<file path="src/rtl/mmio_uart_tx.sv">
// mmio_uart_tx: memory-mapped 8N1 UART transmitter with a small TX FIFO.
// Register map (ALUResult[3:2]): 0 TXDATA (write pushes a byte), 1 STATUS,
// 2/3 reserved.
// Optional macro MMIO_UART_OVF_STICKY_EN adds a sticky overflow flag in
// STATUS bit3, cleared by writing STATUS with WriteData[3] = 1.
//
// state   | meaning
// --------+-------------------------------------------------------------
// S_IDLE  | line high; pops the FIFO head into the shifter when non-empty
// S_START | start bit (line low) for CLKS_PER_BIT cycles
// S_DATA  | eight data bits, LSB first, CLKS_PER_BIT cycles each
// S_STOP  | stop bit (line high) for CLKS_PER_BIT cycles
module mmio_uart_tx #(
   parameter int FIFO_DEPTH   = 8,
   parameter int CLKS_PER_BIT = 434
) (
   input  logic        clk,
   input  logic        reset,
   input  logic        MemWrite,
   input  logic [31:0] ALUResult,
   input  logic [31:0] WriteData,
   input  logic [1:0]  MemorySelector,
   output logic [31:0] ReadData,
   output logic        tx
);

   localparam int PW = $clog2(FIFO_DEPTH);
   localparam int CW = PW + 1;
   localparam int BW = (CLKS_PER_BIT > 1) ? $clog2(CLKS_PER_BIT) : 1;

   typedef enum logic [1:0] {S_IDLE, S_START, S_DATA, S_STOP} state_t;

   state_t        r_state;
   logic [7:0]    r_mem [FIFO_DEPTH];
   logic [PW-1:0] r_rd_ptr;
   logic [PW-1:0] r_wr_ptr;
   logic [CW-1:0] r_count;
   logic [7:0]    r_sh;
   logic [2:0]    r_idx;
   logic [BW-1:0] r_baud;
   logic          r_tx;

   state_t        w_state_nxt;
   logic [2:0]    w_idx_nxt;
   logic [BW-1:0] w_baud_nxt;
   logic          w_tx_nxt;
   logic          w_pop;
   logic [31:0]   w_status;
   logic          w_ovf;

   wire           w_sel      = (MemorySelector == 2'b10);
   wire           w_we       = w_sel & MemWrite;
   wire [1:0]     w_addr     = ALUResult[3:2];
   wire           w_full     = (r_count == CW'(FIFO_DEPTH));
   wire           w_empty    = (r_count == '0);
   wire           w_wr_tx    = w_we && (w_addr == 2'd0);
   wire           w_push     = w_wr_tx && !w_full;
   wire           w_drop     = w_wr_tx && w_full;
   wire           w_baud_end = (r_baud == BW'(CLKS_PER_BIT - 1));
   wire           w_unused_bits = ^{ALUResult[31:4], ALUResult[1:0], WriteData[31:8], w_drop};

   // Next-state, pop request and next line value for the shifter.
   always_comb begin
      w_state_nxt = r_state;
      w_idx_nxt   = r_idx;
      w_baud_nxt  = r_baud + 1'b1;
      w_tx_nxt    = 1'b1;
      w_pop       = 1'b0;
      case (r_state)
         S_IDLE: begin
            w_baud_nxt = '0;
            if (!w_empty) begin
               w_pop       = 1'b1;
               w_state_nxt = S_START;
            end
         end
         S_START: begin
            w_tx_nxt = 1'b0;
            if (w_baud_end) begin
               w_state_nxt = S_DATA;
               w_idx_nxt   = 3'd0;
               w_baud_nxt  = '0;
            end
         end
         S_DATA: begin
            w_tx_nxt = r_sh[r_idx];
            if (w_baud_end) begin
               w_baud_nxt = '0;
               if (r_idx == 3'd7) w_state_nxt = S_STOP;
               else               w_idx_nxt   = r_idx + 3'd1;
            end
         end
         S_STOP: begin
            if (w_baud_end) begin
               w_state_nxt = S_IDLE;
               w_baud_nxt  = '0;
            end
         end
         default: w_state_nxt = S_IDLE;
      endcase
   end

   // Shifter state, counters and registered serial line.
   always_ff @(posedge clk) begin
      if (reset) begin
         r_state <= S_IDLE;
         r_idx   <= '0;
         r_baud  <= '0;
         r_tx    <= 1'b1;
         r_sh    <= '0;
      end else begin
         r_state <= w_state_nxt;
         r_idx   <= w_idx_nxt;
         r_baud  <= w_baud_nxt;
         r_tx    <= w_tx_nxt;
         if (w_pop) r_sh <= r_mem[r_rd_ptr];
      end
   end

   // FIFO pointers and occupancy; a push is judged on the count before the edge.
   always_ff @(posedge clk) begin
      if (reset) begin
         r_rd_ptr <= '0;
         r_wr_ptr <= '0;
         r_count  <= '0;
      end else begin
         if (w_push) r_wr_ptr <= r_wr_ptr + 1'b1;
         if (w_pop)  r_rd_ptr <= r_rd_ptr + 1'b1;
         case ({w_push, w_pop})
            2'b10:   r_count <= r_count + 1'b1;
            2'b01:   r_count <= r_count - 1'b1;
            default: r_count <= r_count;
         endcase
      end
   end

   // FIFO storage; contents need no reset since the pointers define validity.
   always_ff @(posedge clk) begin
      if (w_push) r_mem[r_wr_ptr] <= WriteData[7:0];
   end

`ifdef MMIO_UART_OVF_STICKY_EN
   logic r_ovf;
   // Sticky overflow: a dropped push sets it and beats a same-cycle clear.
   always_ff @(posedge clk) begin
      if (reset)                                          r_ovf <= 1'b0;
      else if (w_drop)                                    r_ovf <= 1'b1;
      else if (w_we && (w_addr == 2'd1) && WriteData[3])  r_ovf <= 1'b0;
   end
   assign w_ovf = r_ovf;
`else
   assign w_ovf = 1'b0;
`endif

   // STATUS word and read mux; reads have no side effects.
   always_comb begin
      w_status          = '0;
      w_status[0]       = w_full;
      w_status[1]       = w_empty;
      w_status[2]       = (r_state != S_IDLE);
      w_status[3]       = w_ovf;
      w_status[4 +: CW] = r_count;
      ReadData          = '0;
      if (w_sel && (w_addr == 2'd1)) ReadData = w_status;
   end

   assign tx = r_tx;

endmodule

</file>
<file path="config.mk">
export PLATFORM = sky130hd
export DESIGN_NAME = mmio_uart_tx
export DESIGN_NICKNAME = d
export VERILOG_FILES = /design/src/rtl/mmio_uart_tx.sv
export SDC_FILE = /design/constraint.sdc
export NUM_CORES = 1
export LEC_CHECK = 0
export CAP_MARGIN = 10
export CORE_MARGIN = 5
export CORE_UTILIZATION = 50
export DETAILED_ROUTE_END_ITERATION = 10
export PLACE_DENSITY = 0.8
export SYNTH_ARGS = -nofsm -noshare
export SYNTH_HDL_FRONTEND = slang
export SYNTH_SLANG_ARGS = --single-unit
</file>
<file path="constraint.sdc">
create_clock -name clk -period 5.2 [get_ports clk]
set_clock_uncertainty 0.1 [all_clocks]
set_input_delay 0.52 -clock clk [delete_from_list [all_inputs] [get_ports clk]]
set_output_delay 0.52 -clock clk [all_outputs]
set_load 0.01 [all_outputs]
</file>
== Word-level counts from Yosys, hierarchy flattened ==
Memories as Yosys holds them, arrays and structs flattened. A register that Yosys moved wholly into a read port is not among the register bits.
Index checks and enable logic that the tools add are counted.

* Register bits: 25
* RAM bits: 64
* Logic and storage cells: 66
* Memories: 1

* Add/sub/neg operators: 6
* Magnitude comparators: 1
* Equality and inequality tests: 16
* Mux-type cells: 21
* Bitwise logic cells: 1
* Reductions and logical operators: 13

{| class="wikitable"
|+ Memory list
! name !! words !! bits a word !! read ports !! clocked after memory_dff !! write ports !! line !! RTL
|-
| r_mem || 8 || 8 || 1 || 1 || 1 || 34 || <nowiki>logic [7:0] r_mem [FIFO_DEPTH];</nowiki>
|}

{| class="wikitable"
|+ Operators with widths
! kind !! count
|-
| case mux 9 bit (2 select lines) || 1
|-
| inequality test 2 bit, second input constant || 6
|-
| two-way mux 2 bit || 5
|-
| adder 3 x 1 -> 3 bit, second input constant || 3
|-
| adder 9 x 1 -> 9 bit, second input constant || 1
|-
| == test 9 bit, second input constant || 1
|-
| two-way mux 3 bit || 3
|-
| two-way mux 9 bit || 1
|-
| == test 2 bit, second input constant || 4
|-
| two-way mux 8 bit || 1
|-
| case mux 2 bit (4 select lines) || 1
|-
| case mux 4 bit (2 select lines) || 1
|-
| == test 2 x 1 -> 1 bit, second input constant || 3
|-
| case mux 3 bit (2 select lines) || 1
|-
| nonzero test 2 bit || 3
|-
| two-way mux 1 bit || 5
|-
| AND reduction 5 bit || 1
|-
| adder 4 x 1 -> 4 bit, second input constant || 1
|-
| == test 4 bit, second input constant || 1
|-
| logical NOT 2 bit || 2
|-
| logical NOT 4 bit || 1
|-
| less-than comparator 3 x 4 -> 1 bit, second input constant || 1
|-
| AND reduction 4 bit || 1
|-
| subtractor 4 x 1 -> 4 bit, second input constant || 1
|-
| other kinds (7) || 9
|}

== Longest topological paths before layout ==
* Depth in word-level cells: 6
* Mapped depth: 11
* Depth with buffers taken out: 10

== Least setup slack after synthesis ==
No wires, ideal clock.

* Kind: reg2reg
* Start: reg r_state[0]
* End: reg r_count[3]
* Arrival time: 2.380 ns
* Data required time: 4.979 ns
* Slack: 2.600 ns
* Cell stages (with the launch flop): 9
* Clock period less this slack: 2.600 ns
* Cell sequence: dfxtp_1 > inv_1 > ha_1 > o41a_1 > clkbuf_1 > ha_1 > or3_1 > o32ai_1 > mux2_2

* Word-level cells in the longest chain between the ends: 4
* Elaborated cells on any way between the ends: 6

{| class="wikitable"
|+ Ends and longest elaborated chain
! what !! line !! RTL
|-
| start: declaration || 33 || <nowiki>state_t r_state;</nowiki>
|-
| start signal: assignment || 112 || <nowiki>r_state <= w_state_nxt;</nowiki>
|-
| logical NOT 2 bit * || 69 || <nowiki>case (r_state)</nowiki>
|-
| two-way mux 1 bit * || 69 ||
|-
| named net w_pop || 47 || <nowiki>logic w_pop;</nowiki>
|-
| == test 2 x 1 -> 1 bit / == test 2 bit (equally long branches) || 129 || <nowiki>case ({w_push, w_pop})</nowiki>
|-
| case mux 4 bit (2 select lines) / nonzero test 2 bit (equally long branches) || n/a ||
|-
| end signal: assignment || 130 || <nowiki>2'b10: r_count <= r_count + 1'b1;</nowiki>
|-
| end signal: assignment || 131 || <nowiki>2'b01: r_count <= r_count - 1'b1;</nowiki>
|-
| end signal: assignment || 132 || <nowiki>default: r_count <= r_count;</nowiki>
|-
| end: declaration || 37 || <nowiki>logic [CW-1:0] r_count;</nowiki>
|}

The timed path passes the listed nets; every way through them passes the cells marked *.
A chain may end at the register's enable or synchronous reset.

== Worst setup path after layout ==
* Start: in MemorySelector[0]
* End: reg r_count[3]

* Word-level cells in the longest chain between the ends: 6
* Elaborated cells on any way between the ends: 8

{| class="wikitable"
|+ Ends and longest elaborated chain
! what !! line !! RTL
|-
| start: declaration || 22 || <nowiki>input logic [1:0] MemorySelector,</nowiki>
|-
| == test 2 bit * || 51 || <nowiki>wire w_sel = (MemorySelector == 2'b10);</nowiki>
|-
| AND 1 bit * || 52 || <nowiki>wire w_we = w_sel & MemWrite;</nowiki>
|-
| logical AND 1 bit * || 56 || <nowiki>wire w_wr_tx = w_we && (w_addr == 2'd0);</nowiki>
|-
| logical AND 1 bit * || 57 || <nowiki>wire w_push = w_wr_tx && !w_full;</nowiki>
|-
| == test 2 x 1 -> 1 bit / == test 2 bit (equally long branches) || 129 ||
|-
| case mux 4 bit (2 select lines) / nonzero test 2 bit (equally long branches) || n/a ||
|}

Mark *: on every way between the ends. The rest lies on a longest branch, timed or not.

==> results by group <==
Yosys
  – Post-synth top area share: 0.455
  – Synth warnings: 0
  – Part of the Yosys area used for sequential elements: 0.611
  – Cell taking the most area after synthesis: sky130_fd_sc_hd__edfxtp_1
  – Synthesized area: 4230 um2
  – Distinct cells, synth: 38
  – Synth Register Bits: 97
  – Mean instance size in the synthesized netlist: 13.7 um2
  – Number of standard cells after synthesis: 308
  – Top area cells in the synthesized netlist: sky130_fd_sc_hd__edfxtp_1, sky130_fd_sc_hd__dfxtp_1, sky130_fd_sc_hd__mux4_2

Routing
  – DR WL/cell: 16.2 um
  – Number of iterations in the first detailed-routing pass: 4
  – Detailed router's first-iteration violation count: 183
  – Final wirelength: 7190 um
  – Via density: 5.44
  – DR DRC count: 0
  – Vias: 2421
  – Antenna-violating nets left: 0

Pwr
  – Worst IR Drop VDD: 229 uV
  – Pwr per Cell Area: 423 nW/um2
  – Power share of the clock group: 0.246
  – Reported leakage power: 1.64 nW
  – Reported net switching power: 0.621 mW
  – Sequential share of power: 0.470
  – Total internal power: 1.36 mW
  – Switching part of the total power: 0.314
  – Gate power share: 0.284

Final layout
  – Leading cell type in the layout, fill and taps excluded: sky130_fd_sc_hd__edfxtp_1
  – Final #Nets: 417
  – Synthesis-to-finish area growth: 10.8%
  – Fraction of final layout cells sized beyond drive strength 1: 0.129
  – Area of all placed cells without fillers: 4680 um2
  – Share of the core filled with cells: 0.570
  – Filler Cell Count: 646
  – Multi-input combinational cell area: 1490 um2
  – Final antenna diode count: 0
  – Top library cells by usage in the layout, fill and taps aside: sky130_fd_sc_hd__edfxtp_1, sky130_fd_sc_hd__nor2_1, sky130_fd_sc_hd__dfxtp_1
  – Footprint of the flip-flops and latches: 2580 um2

CTS
  – CTS clk-pin slew, worst paths: 0.10 ns
  – Post-CTS Setup Bufs: 0
  – Maximum clock path buffer count: 2
  – Number of buffers inserted during clock tree synthesis: 9
  – Total number of H-tree levels: 3
  – Clock tree sinks: 97
  – Post-CTS Hold Fix Bufs: 0
  – Clock insertion delay at the later pin of the skew report: 0.35 ns
  – Post-cts sizing count: 0
  – Clock tree from TritonCTS: yes
  – Root buffer cell: sky130_fd_sc_hd__clkbuf_8

Die
  – CORE AREA: 8220 um2
  – Die area: 10400 um2
  – Total number of placement rows: 33
  – Die extent in x: 102 um
  – Vertical die dimension: 102 um
  – Initial standard-cell utilization of the core: 0.514
  – Boundary pin count: 102

Timing
  – Setup repair after global routing missed its margin: no
  – Post-route fraction of the period consumed by the critical path: 0.574
  – Fmax: 335 MHz
  – Actual transition at the worst max-transition pin: 0.941 ns
  – Fin. max-slew vios: 0
  – Tightest slew margin relative to the limit: 0.371
  – Final worst path period need: 2.99 ns
  – TNS Setup: 0 ns
  – Count of final setup violators: 0
  – Hold violation count in the final report: 0

GRT
  – Largest net degree at the start of global routing: 27
  – Number of global-route vias before repair: 2348
  – Wire length of the first global-routing pass: 11800 um
  – Aggregate global-route resource usage: 0.149
  – Total overflow reported by the global router: 0
  – Number of antenna violations at the first check in global routing: 0

Critical path
  – Endpoint class of the critical path: flop
  – Crit path DAT: 3.14 ns
  – Peak fanout along the critical path: 9
  – CP Launch Type: input pin
  – Register-to-register setup slack: 2.34 ns
  – Data required time of the worst path: 5.35 ns
  – Critical setup path kind: in2reg

Status
  – Status: finished clean

Hold path
  – Path category of the worst min-delay check: reg2reg

Placed design
  – Weighted congestion at the end of routability-driven global placement: 0.816
  – Cell area reported after detailed placement: 4480 um2
  – Number of input and output port buffers inserted: 22
  – Detailed placer's ending HPWL: 4780 um

Job
  – Maximum Capacitance Violations: 0
## worst paths after layout
check                                                to  cells past startpoint               startpoint
worst max-delay path            r_count[3]$_SDFFE_PP0P_                      7        MemorySelector[0]
worst max register to register  r_count[3]$_SDFFE_PP0P_                      7  r_state[0]$_SDFFE_PP0P_
worst min register to register     r_baud[0]$_SDFF_PP0_                      1     r_baud[0]$_SDFF_PP0_
worst min-delay path               r_baud[0]$_SDFF_PP0_                      1     r_baud[0]$_SDFF_PP0_
## routing by layer
metal / global-route usage / share of wire
met2: 0.247 / 0.49
met3: 0.0451 / 0.070
met4: 0.0272 / 0.0056
met5: 0 / 0
met1: 0.198 / 0.44
## stage by stage
| step | hold slack, ns | setup WS [ns] | std cells | power (mW) |
|---|---|---|---|---|
| 2_1_floorplan | 0.329 | 2.60 | 332 | 1.40 |
| 3_3_place_gp | 0.341 | 1.98 | 429 | 1.49 |
| 3_5_place_dp | 0.358 | 1.89 | 429 | 1.51 |
| 4_1_cts | 0.395 | 2.27 | 445 | 2.00 |
| 5_1_grt | 0.414 | 2.08 | 445 | 2.12 |
| 6_report | 0.392 | 2.21 | 445 | 1.98 |
## sequential cells by signal, summed over array words and instances (netlist names)
| register | count |
|---|---|
| r_count | 4 |
| r_wr_ptr | 3 |
| tx | 1 |
| r_mem | 64 |
| r_sh | 8 |
| r_rd_ptr | 3 |
| r_state | 2 |
| r_idx | 3 |
| r_baud | 9 |
## power groups by stage
stage	Sequential [mW]	Clock, mW	Combinational, mW
6_report	0.931	0.488	0.562
3_5_place_dp	0.948	0	0.563
4_1_cts	0.930	0.500	0.566
5_1_grt	0.938	0.534	0.643
2_1_floorplan	0.920	0	0.477
3_3_place_gp	0.943	0	0.545
## critical path: stages
cell                              delay (ns)
sky130_fd_sc_hd__clkdlybuf4s50_1        0.42
sky130_fd_sc_hd__nor3b_2                0.48
sky130_fd_sc_hd__nand3_2                0.31
sky130_fd_sc_hd__ha_1                   0.45
sky130_fd_sc_hd__or3_1                  0.39
sky130_fd_sc_hd__o32ai_1                0.18
sky130_fd_sc_hd__mux2_2                 0.38
## layout make-up
cell class	instances	area share
repair buffers	28	0.0567
multi-input cells	195	0.317
flip-flops and latches	97	0.552
inverters	4	0.00321
clock buffers	10	0.0273
well taps	105	0.0281
clock inverters	6	0.0158
## synth_stat cells (all sizes together)
master	instances
or3	4
nand2b	4
nand2	8
nor3	13
clkbuf	8
nand3	7
or4b	2
ha	13
o22ai	8
nand4	4
o41a	1
edfxtp	64
nor3b	1
xnor2	5
mux4	18
a31o	1
a221oi	1
xor2	7
a21oi	6
conb	1
buf	28
a2111o	1
and2	2
nor4	2
inv	4
nor2b	7
and3	6
a31oi	1
o21ai	4
dfxtp	33
o32ai	2
nor2	35
mux2i	6
mux2	1
## cells by family after synthesis
group	after synthesis	synth area share
xor+xnor	12	0.0249
other cells	1	0.000887
flops	97	0.611
compound gates	25	0.0388
fa+ha+maj	13	0.0385
mux	25	0.113
buf+inv	40	0.0586
simple gates	95	0.115
No activity file was read; power rests on OpenSTA's default activity.
